--- config.mk ---
export PLATFORM = sky130hd
export DESIGN_NAME = rotate_sequencer
export DESIGN_NICKNAME = d
export VERILOG_FILES = /design/src/rtl/rotate_sequencer_pkg.sv /design/src/rtl/rotate_sequencer_op_lut.sv /design/src/rtl/rotate_sequencer.sv
export SDC_FILE = /design/constraint.sdc
export NUM_CORES = 1
export LEC_CHECK = 0
export ABC_AREA = 1
export BUFFER_PORTS_ARGS = -buffer_cell sky130_fd_sc_hd__buf_2
export CAP_MARGIN = 40
export CORE_UTILIZATION = 39
export DETAILED_ROUTE_END_ITERATION = 7
export GPL_TIMING_DRIVEN = 0
export PLACE_DENSITY_LB_ADDON = 0.15
export SLEW_MARGIN = 30
export SYNTH_ARGS = -nofsm -noshare
export SYNTH_HDL_FRONTEND = slang
export SYNTH_SLANG_ARGS = --single-unit
--- constraint.sdc ---
create_clock -name clk -period 1.8 [get_ports clk]
set_clock_uncertainty 0.05 [all_clocks]
set_input_delay 0.09 -clock clk [delete_from_list [all_inputs] [get_ports clk]]
set_output_delay 0.09 -clock clk [all_outputs]
set_load 0.05 [all_outputs]
--- src/rtl/rotate_sequencer_pkg.sv ---
// Shared definitions for the rotate sequencer.
// Contents: FSM state encoding, axis/turns command encodings, alu opcode
// constants, and the orientation limit used to validate transformed pieces.
package rotate_sequencer_pkg;

    typedef enum logic [2:0] {
        ST_IDLE  = 3'd0,
        ST_SCAN  = 3'd1,
        ST_EXEC  = 3'd2,
        ST_WRITE = 3'd3,
        ST_DONE  = 3'd4
    } state_t;

    localparam logic [1:0] AXIS_RL   = 2'd0;
    localparam logic [1:0] AXIS_UD   = 2'd1;
    localparam logic [1:0] AXIS_FB   = 2'd2;
    localparam logic [1:0] AXIS_RSVD = 2'd3;

    localparam logic [1:0] TURNS_0   = 2'd0;
    localparam logic [1:0] TURNS_90  = 2'd1;
    localparam logic [1:0] TURNS_180 = 2'd2;
    localparam logic [1:0] TURNS_270 = 2'd3;

    localparam logic [4:0] OP_NOP    = 5'h00;
    localparam logic [4:0] OP_RL_90  = 5'h01;
    localparam logic [4:0] OP_RL_180 = 5'h02;
    localparam logic [4:0] OP_RL_270 = 5'h03;
    localparam logic [4:0] OP_UD_90  = 5'h04;
    localparam logic [4:0] OP_UD_180 = 5'h05;
    localparam logic [4:0] OP_UD_270 = 5'h06;
    localparam logic [4:0] OP_FB_90  = 5'h07;
    localparam logic [4:0] OP_FB_180 = 5'h08;
    localparam logic [4:0] OP_FB_270 = 5'h09;

    localparam logic [2:0] ORIENT_MAX = 3'd5;

    // A piece is {pos[7:3], orient[2:0]}; orientations 6 and 7 do not exist.
    function automatic logic orient_ok(input logic [7:0] piece);
        return piece[2:0] <= ORIENT_MAX;
    endfunction

endpackage

--- src/rtl/rotate_sequencer_op_lut.sv ---
// Combinational rotation-opcode lookup.
// Ports:
//   axis    in  2  0=RL 1=UD 2=FB 3=reserved
//   turns   in  2  0=none 1=90 2=180 3=270
//   op      out 5  alu opcode (OP_NOP when turns=0 or illegal)
//   illegal out 1  reserved axis combined with a non-zero turn count
module rotate_sequencer_op_lut
    import rotate_sequencer_pkg::*;
(
    input  logic [1:0] axis,
    input  logic [1:0] turns,
    output logic [4:0] op,
    output logic       illegal
);

    always_comb begin
        op      = OP_NOP;
        illegal = 1'b0;
        case (axis)
            AXIS_RL: begin
                case (turns)
                    TURNS_90:  op = OP_RL_90;
                    TURNS_180: op = OP_RL_180;
                    TURNS_270: op = OP_RL_270;
                    default:   op = OP_NOP;
                endcase
            end
            AXIS_UD: begin
                case (turns)
                    TURNS_90:  op = OP_UD_90;
                    TURNS_180: op = OP_UD_180;
                    TURNS_270: op = OP_UD_270;
                    default:   op = OP_NOP;
                endcase
            end
            AXIS_FB: begin
                case (turns)
                    TURNS_90:  op = OP_FB_90;
                    TURNS_180: op = OP_FB_180;
                    TURNS_270: op = OP_FB_270;
                    default:   op = OP_NOP;
                endcase
            end
            AXIS_RSVD: illegal = (turns != TURNS_0);
            default:   illegal = 1'b0;
        endcase
    end

endmodule

--- src/rtl/rotate_sequencer.sv ---
// Sequences one cube-rotation command over the piece register file.
// Each masked piece is read (sync-read RAM), transformed by the external alu,
// and written back; unmasked pieces cost one scan cycle each.
// Ports:
//   clk, rst                 clock, async active-high reset
//   cmd_valid/cmd_ready      command handshake (ready only in IDLE)
//   cmd_axis/turns/mask      command fields
//   rf_addr/rf_rdata         piece read port (data valid the cycle after addr)
//   rf_we/rf_wdata           piece write port (address shared with rf_addr)
//   alu_op/alu_in0/alu_in1   alu operands, zero outside EXEC
//   alu_out                  combinational alu result
//   busy/done/err            status: in progress, completion pulse, sticky error
module rotate_sequencer
    import rotate_sequencer_pkg::*;
#(
    parameter int NPIECE = 8,
    parameter int AW     = 3
) (
    input  logic              clk,
    input  logic              rst,
    input  logic              cmd_valid,
    output logic              cmd_ready,
    input  logic [1:0]        cmd_axis,
    input  logic [1:0]        cmd_turns,
    input  logic [NPIECE-1:0] cmd_mask,
    output logic [AW-1:0]     rf_addr,
    input  logic [7:0]        rf_rdata,
    output logic              rf_we,
    output logic [7:0]        rf_wdata,
    output logic [4:0]        alu_op,
    output logic [7:0]        alu_in0,
    output logic [7:0]        alu_in1,
    input  logic [7:0]        alu_out,
    output logic              busy,
    output logic              done,
    output logic              err
);

    localparam logic [AW-1:0] LAST_IDX = AW'(NPIECE - 1);

    state_t            state_q, state_d;
    logic [AW-1:0]     idx_q, idx_d;
    logic [NPIECE-1:0] mask_q, mask_d;
    logic [4:0]        op_q, op_d;
    logic [7:0]        wbuf_q, wbuf_d;
    logic              ovld_q, ovld_d;
    logic              err_q, err_d;

    logic [4:0]        lut_op;
    logic              lut_illegal;

    rotate_sequencer_op_lut u_op_lut (
        .axis    (cmd_axis),
        .turns   (cmd_turns),
        .op      (lut_op),
        .illegal (lut_illegal)
    );

    always_ff @(posedge clk or posedge rst) begin
        if (rst) begin
            state_q <= ST_IDLE;
            idx_q   <= '0;
            mask_q  <= '0;
            op_q    <= OP_NOP;
            wbuf_q  <= '0;
            ovld_q  <= 1'b0;
            err_q   <= 1'b0;
        end else begin
            state_q <= state_d;
            idx_q   <= idx_d;
            mask_q  <= mask_d;
            op_q    <= op_d;
            wbuf_q  <= wbuf_d;
            ovld_q  <= ovld_d;
            err_q   <= err_d;
        end
    end

    always_comb begin
        state_d   = state_q;
        idx_d     = idx_q;
        mask_d    = mask_q;
        op_d      = op_q;
        wbuf_d    = wbuf_q;
        ovld_d    = ovld_q;
        err_d     = err_q;
        cmd_ready = 1'b0;
        busy      = 1'b1;
        done      = 1'b0;
        rf_we     = 1'b0;
        rf_wdata  = '0;
        alu_op    = OP_NOP;
        alu_in0   = '0;

        case (state_q)
            ST_IDLE: begin
                cmd_ready = 1'b1;
                busy      = 1'b0;
                if (cmd_valid) begin
                    mask_d = cmd_mask;
                    op_d   = lut_op;
                    idx_d  = '0;
                    err_d  = lut_illegal;
                    // Nothing to rotate: skip the scan entirely.
                    if (lut_illegal || cmd_turns == TURNS_0) begin
                        state_d = ST_DONE;
                    end else begin
                        state_d = ST_SCAN;
                    end
                end
            end
            ST_SCAN: begin
                if (mask_q[idx_q]) begin
                    state_d = ST_EXEC;
                end else if (idx_q == LAST_IDX) begin
                    state_d = ST_DONE;
                end else begin
                    idx_d = idx_q + 1'b1;
                end
            end
            ST_EXEC: begin
                // rf_rdata now holds the piece addressed during SCAN.
                alu_op  = op_q;
                alu_in0 = rf_rdata;
                wbuf_d  = alu_out;
                ovld_d  = orient_ok(alu_out);
                state_d = ST_WRITE;
            end
            ST_WRITE: begin
                if (ovld_q) begin
                    rf_we    = 1'b1;
                    rf_wdata = wbuf_q;
                end else begin
                    err_d = 1'b1;
                end
                if (idx_q == LAST_IDX) begin
                    state_d = ST_DONE;
                end else begin
                    idx_d   = idx_q + 1'b1;
                    state_d = ST_SCAN;
                end
            end
            ST_DONE: begin
                done    = 1'b1;
                state_d = ST_IDLE;
            end
            default: state_d = ST_IDLE;
        endcase
    end

    assign rf_addr = idx_q;
    assign alu_in1 = '0;
    assign err     = err_q;

endmodule

After elaboration in Yosys (flattened, before gate mapping)
Index checks and enable logic that the tools add are counted.

Mux-type cells: 29. Equality and inequality tests: 15. Reduce and logical (&&, ||, !) cells: 11. Add/sub/neg operators: 1. $lt $le $gt $ge: 2.

Operator list (count): $mux W3 (8); $mux W8 (3); $pmux W3 S3 (2); $pmux W5 S3 (1); $pmux W3 S4 (1); $pmux W4 S3 (1); $mux W1 (9); $eq A2 B2 Y1 const B (4); $eq A3 B2 Y1 const B (2); $eq A3 B3 Y1 const B (2); $ne A2 B2 Y1 const B (3); $pmux W2 S3 (1); $reduce_and A3 Y1 (2); $mux W5 (1); $eq A2 B1 Y1 const B (2); $logic_not A2 Y1 (2); $lt A3 B4 Y1 const B (1); $reduce_and A2 Y1 (2); $reduce_bool A2 Y1 (2); $add A3 B1 Y3 const B (1); $bmux W1 S3 (1); $eq A3 B1 Y1 const B (1); $le A3 B3 Y1 const B (1); $logic_not A3 Y1 (1); 4 further kinds (4).

Output and inout bits: 37. Bits in registers: 29.

Logic depth before layout (Yosys ltp)
Depth after elaboration: 6. Depth in mapped cells: 8. Gate-level depth less buffers: 8.

By module
A second synthesis with hierarchy kept.

Cell total of the unflattened synthesis: 231. Area, all modules: 1754.2 sq um.

Modules (own cells, without submodules): rotate_sequencer (cells an instance 213, sequential area each 725.7 sq um, times used 1, area an instance 1671.6 sq um); rotate_sequencer_op_lut (cells an instance 18, sequential area each 0.0 sq um, times used 1, area an instance 82.6 sq um).

Least setup slack after synthesis
No wires, ideal clock.

Path type: reg-to-output. From: register state_q[2]. To: output rf_wdata[1]. Data arrival time: 2.263 ns. Cell stages (with the launch flop): 6. Path buffers: 0. Setup slack: -0.603 ns. Data required time: 1.660 ns. Cell sequence: dfrtp_1 inv_2 nand3_1 nor2_1 inv_1 nor2_1.

Cells in the longest elaborated chain, start to end: 2.

RTL lines: start, declared (line rotate_sequencer.sv:41) `state_t state_q, state_d;`; start signal, assigned (line rotate_sequencer.sv:69) `state_q <= state_d;`; $eq A3 B2 Y1 (line rotate_sequencer.sv:95) `case (state_q)`; $mux W8 (line rotate_sequencer.sv:95); end, declared (line rotate_sequencer.sv:29) `output logic [7:0] rf_wdata,`.

No other way between the ends.

Worst setup path in the final report
From: register state_q[2]. To: output rf_wdata[4].

Same word-level chain as after synthesis.

==> results.cfg <==
[critical_path]
worst-endpoint-arrival_ps = 1590
cp-start-kind = register
critPathMaxFanout = 8
critPathRequiredTime_ps = 1660
path_class = register to primary output
r2r_setup_slack_ps = 160
cp_slowest_cell = dfrtp_1
end_kind = primary output
crit_chain = inv_2 > nand3_2 > nor2_4 > clkinvlp_4 > buf_12 > nor2_4 > buf_6
critical_path.most_common_cell = nor2_4
crit_path_max_incr_delay_ps = 380

[finish]
layout-drive-gt1-share_pct = 32.0
antenna_cells = 0
nets = 343
areaGrowthSynthToFinish_pct = 50.1
fin_area_mm2 = 0.00238
n_fill_cell = 336

[logic_synthesis]
async_flop_share_pct = 100
yosys.area_share.adder_pct = 1.58
yosys.area_share.simple_pct = 26.9
synth_top_area_share_pct = 44.2
synth.cell_area_mm2 = 0.00159
yosysMostFrequentCell = nand2_1
synthTopCellsByArea = dfrtp_1, nand2_1, inv_1
ys_seq_elements = 28
synth_top_area_cell = dfrtp_1
synth_common_cells = nand2_1, inv_1, nor2_1
synthesis.instances = 220
synth_top_family_by_area = simple AND/OR/NAND/NOR gates
synth_compound_area_share_pct = 10.3
synth_cell_types = 22
ys.flop_type = dfrtp_1
yosys_warnings = 0
synth_area_per_cell_um2 = 7.21
yosysSeqAreaShare_pct = 44.2
synth_xor_area_share_pct = 0
yosys-mux-area-fraction_pct = 0
synth_edf_count = 0

[placed_design]
dpl.hpwl_um = 2530
numPortBuffers = 58
routabilityCongestion = 0.746
pre_cts_ws_ps = 126
place_area_mm2 = 0.00203

[clocking]
clockBufferDepth = 2
cts_tree = done
clkTransAtPathRegs_ps = 100
clock_sinks = 28
cts_buffers = 3
htree_levels = 1
clk_latency_ps = 280
cts_root_buf = clkbuf_8

[routing]
wire_per_inst_um = 10.5
vias = 1584
drc_errors = 0
drt_iter0_drc = 62
drt-total-wl_um = 3740
firstDrtPassIters = 4
vias_per_cell = 4.44
ant_nets = 0

[die]
ios = 68
fp.dieH_um = 65.8
rows = 22
core_mm2 = 0.00377
fp.dieW_um = 65.8
initial_core_util_pct = 42.0
die_area_mm2 = 0.00432

[sta]
timing.final.crit_share_pct = 96.3
finalHoldViolCount = 0
rsz0062_at_grt = yes
setup-violations-final = 0
worst_slew_pin_slew_ps = 583
layout_min_cycle_time_ps = 1730
final-max-slew-violation-count = 0
finalSetupTns_ps = 0
holdWs_ps = 48.8
layout_setup_ws_ps = 67.2
fmax_mhz = 577
slew_headroom_pct = 61.1

[pwr]
leakagePower_nw = 1.29
ir_worst_vdd_v = 0.00121
totalPowerFinal_w = 0.00338
power_density_mw_per_mm2 = 1420

[job]
max_cap_violations = 0

[global_route]
grt_max_degree = 29
grt_pass1_vias = 1486
gr-usage-all-layers_pct = 18.3
overflow = 0
antenna_found_initial = 0
grt_first_pass_wirelength_um = 6130

[hold_path]
hold_class = input port to register

[run_status]
status = finished clean
## layout make-up
class | instances | area, um^2 | area share [%]
Multi-Input combinational cell | 143 | 719 | 30.2
Timing Repair Buffer | 77 | 558 | 23.4
Tap cell | 48 | 60.1 | 2.52
Clock buffer | 3 | 41.3 | 1.74
Buffer | 13 | 100 | 4.21
Clock inverter | 1 | 30.0 | 1.26
Sequential cell | 28 | 702 | 29.5
Inverter | 44 | 169 | 7.10
## worst max-delay path: cells and delay by family, from the launching register on
family,cells,cell delay (ps)
buffers and inverters,4,540
DFF,1,380
and+or+nand+nor,3,390
## through the flow
step,instances,util (%)
2_1_floorplan,228,-
3_3_place_gp,334,53.7
3_5_place_dp,334,53.7
4_1_cts,357,61.8
5_1_grt,357,63.1
6_report,357,63.1
## timing repair
action / in CTS / in global routing
hold buffers: 17 / 0
endpoints found under the hold margin: 45 / 0
gates resized for setup: 13 / 22
buffers inserted: 2 / 0
pin swaps: 1 / 0
endpoints found under the setup margin: 16 / 14
## power by group
group	internal (W)	switching, W	leakage [nW]
sequential	0.000913	0.000143	0.349
combinational	0.000558	0.00127	0.910
clock	0.000298	0.000204	0.0357
total	0.00177	0.00161	1.29
## final timing paths
kind,cells past startpoint,startpoint,to
worst max-delay path,7,state_q[2],rf_wdata[4]
worst min-delay path,3,cmd_axis[1],op_q[3]
worst min register to register,2,wbuf_q[0],wbuf_q[0]
worst max register to register,8,rf_addr[0],rf_addr[2]
min in group asynchronous,3,rst,wbuf_q[5]
max in group asynchronous,3,rst,state_q[0]
## flip-flops by register name (all words and copies together), names as in the netlist
| name | flops |
|---|---|
| err | 1 |
| mask_q | 8 |
| op_q | 4 |
| ovld_q | 1 |
| rf_addr | 3 |
| state_q | 3 |
| wbuf_q | 8 |
## cell usage in the layout, fill, tap and decap left out, types with 3 or more instances in the layout
| cell type | instances |
|---|---|
| clkbuf_8 | 3 |
| buf_6 | 10 |
| nor2_1 | 27 |
| o21ai_0 | 23 |
| buf_2 | 44 |
| dfrtp_1 | 27 |
| dlygate4sd3_1 | 17 |
| nor2_4 | 9 |
| o21ai_1 | 3 |
| inv_2 | 5 |
| conb_1 | 9 |
| nand3_1 | 12 |
| inv_1 | 38 |
| nand2_1 | 45 |
| buf_4 | 18 |
| nor3_1 | 3 |
## layer usage
layer  vias up  GRT usage [%]  share of wire (%)
li1        829              -                  -
met1       692           22.9                 47
met2        58           31.4                 46
met3         5           2.26                5.9
met4         0           7.88                1.5
met5         -              0                  0
## cells by family (layout without fill, tap and decap cells)
logic type,count (synthesis),in the layout
adder cells (fa/ha/maj),2,2
buffers and inverters,57,138
flip-flops,28,28
AO/OA/AOI/OAI,30,30
AND/OR/NAND/NOR,102,102
other,1,9
(Power assumes the default switching activity.)
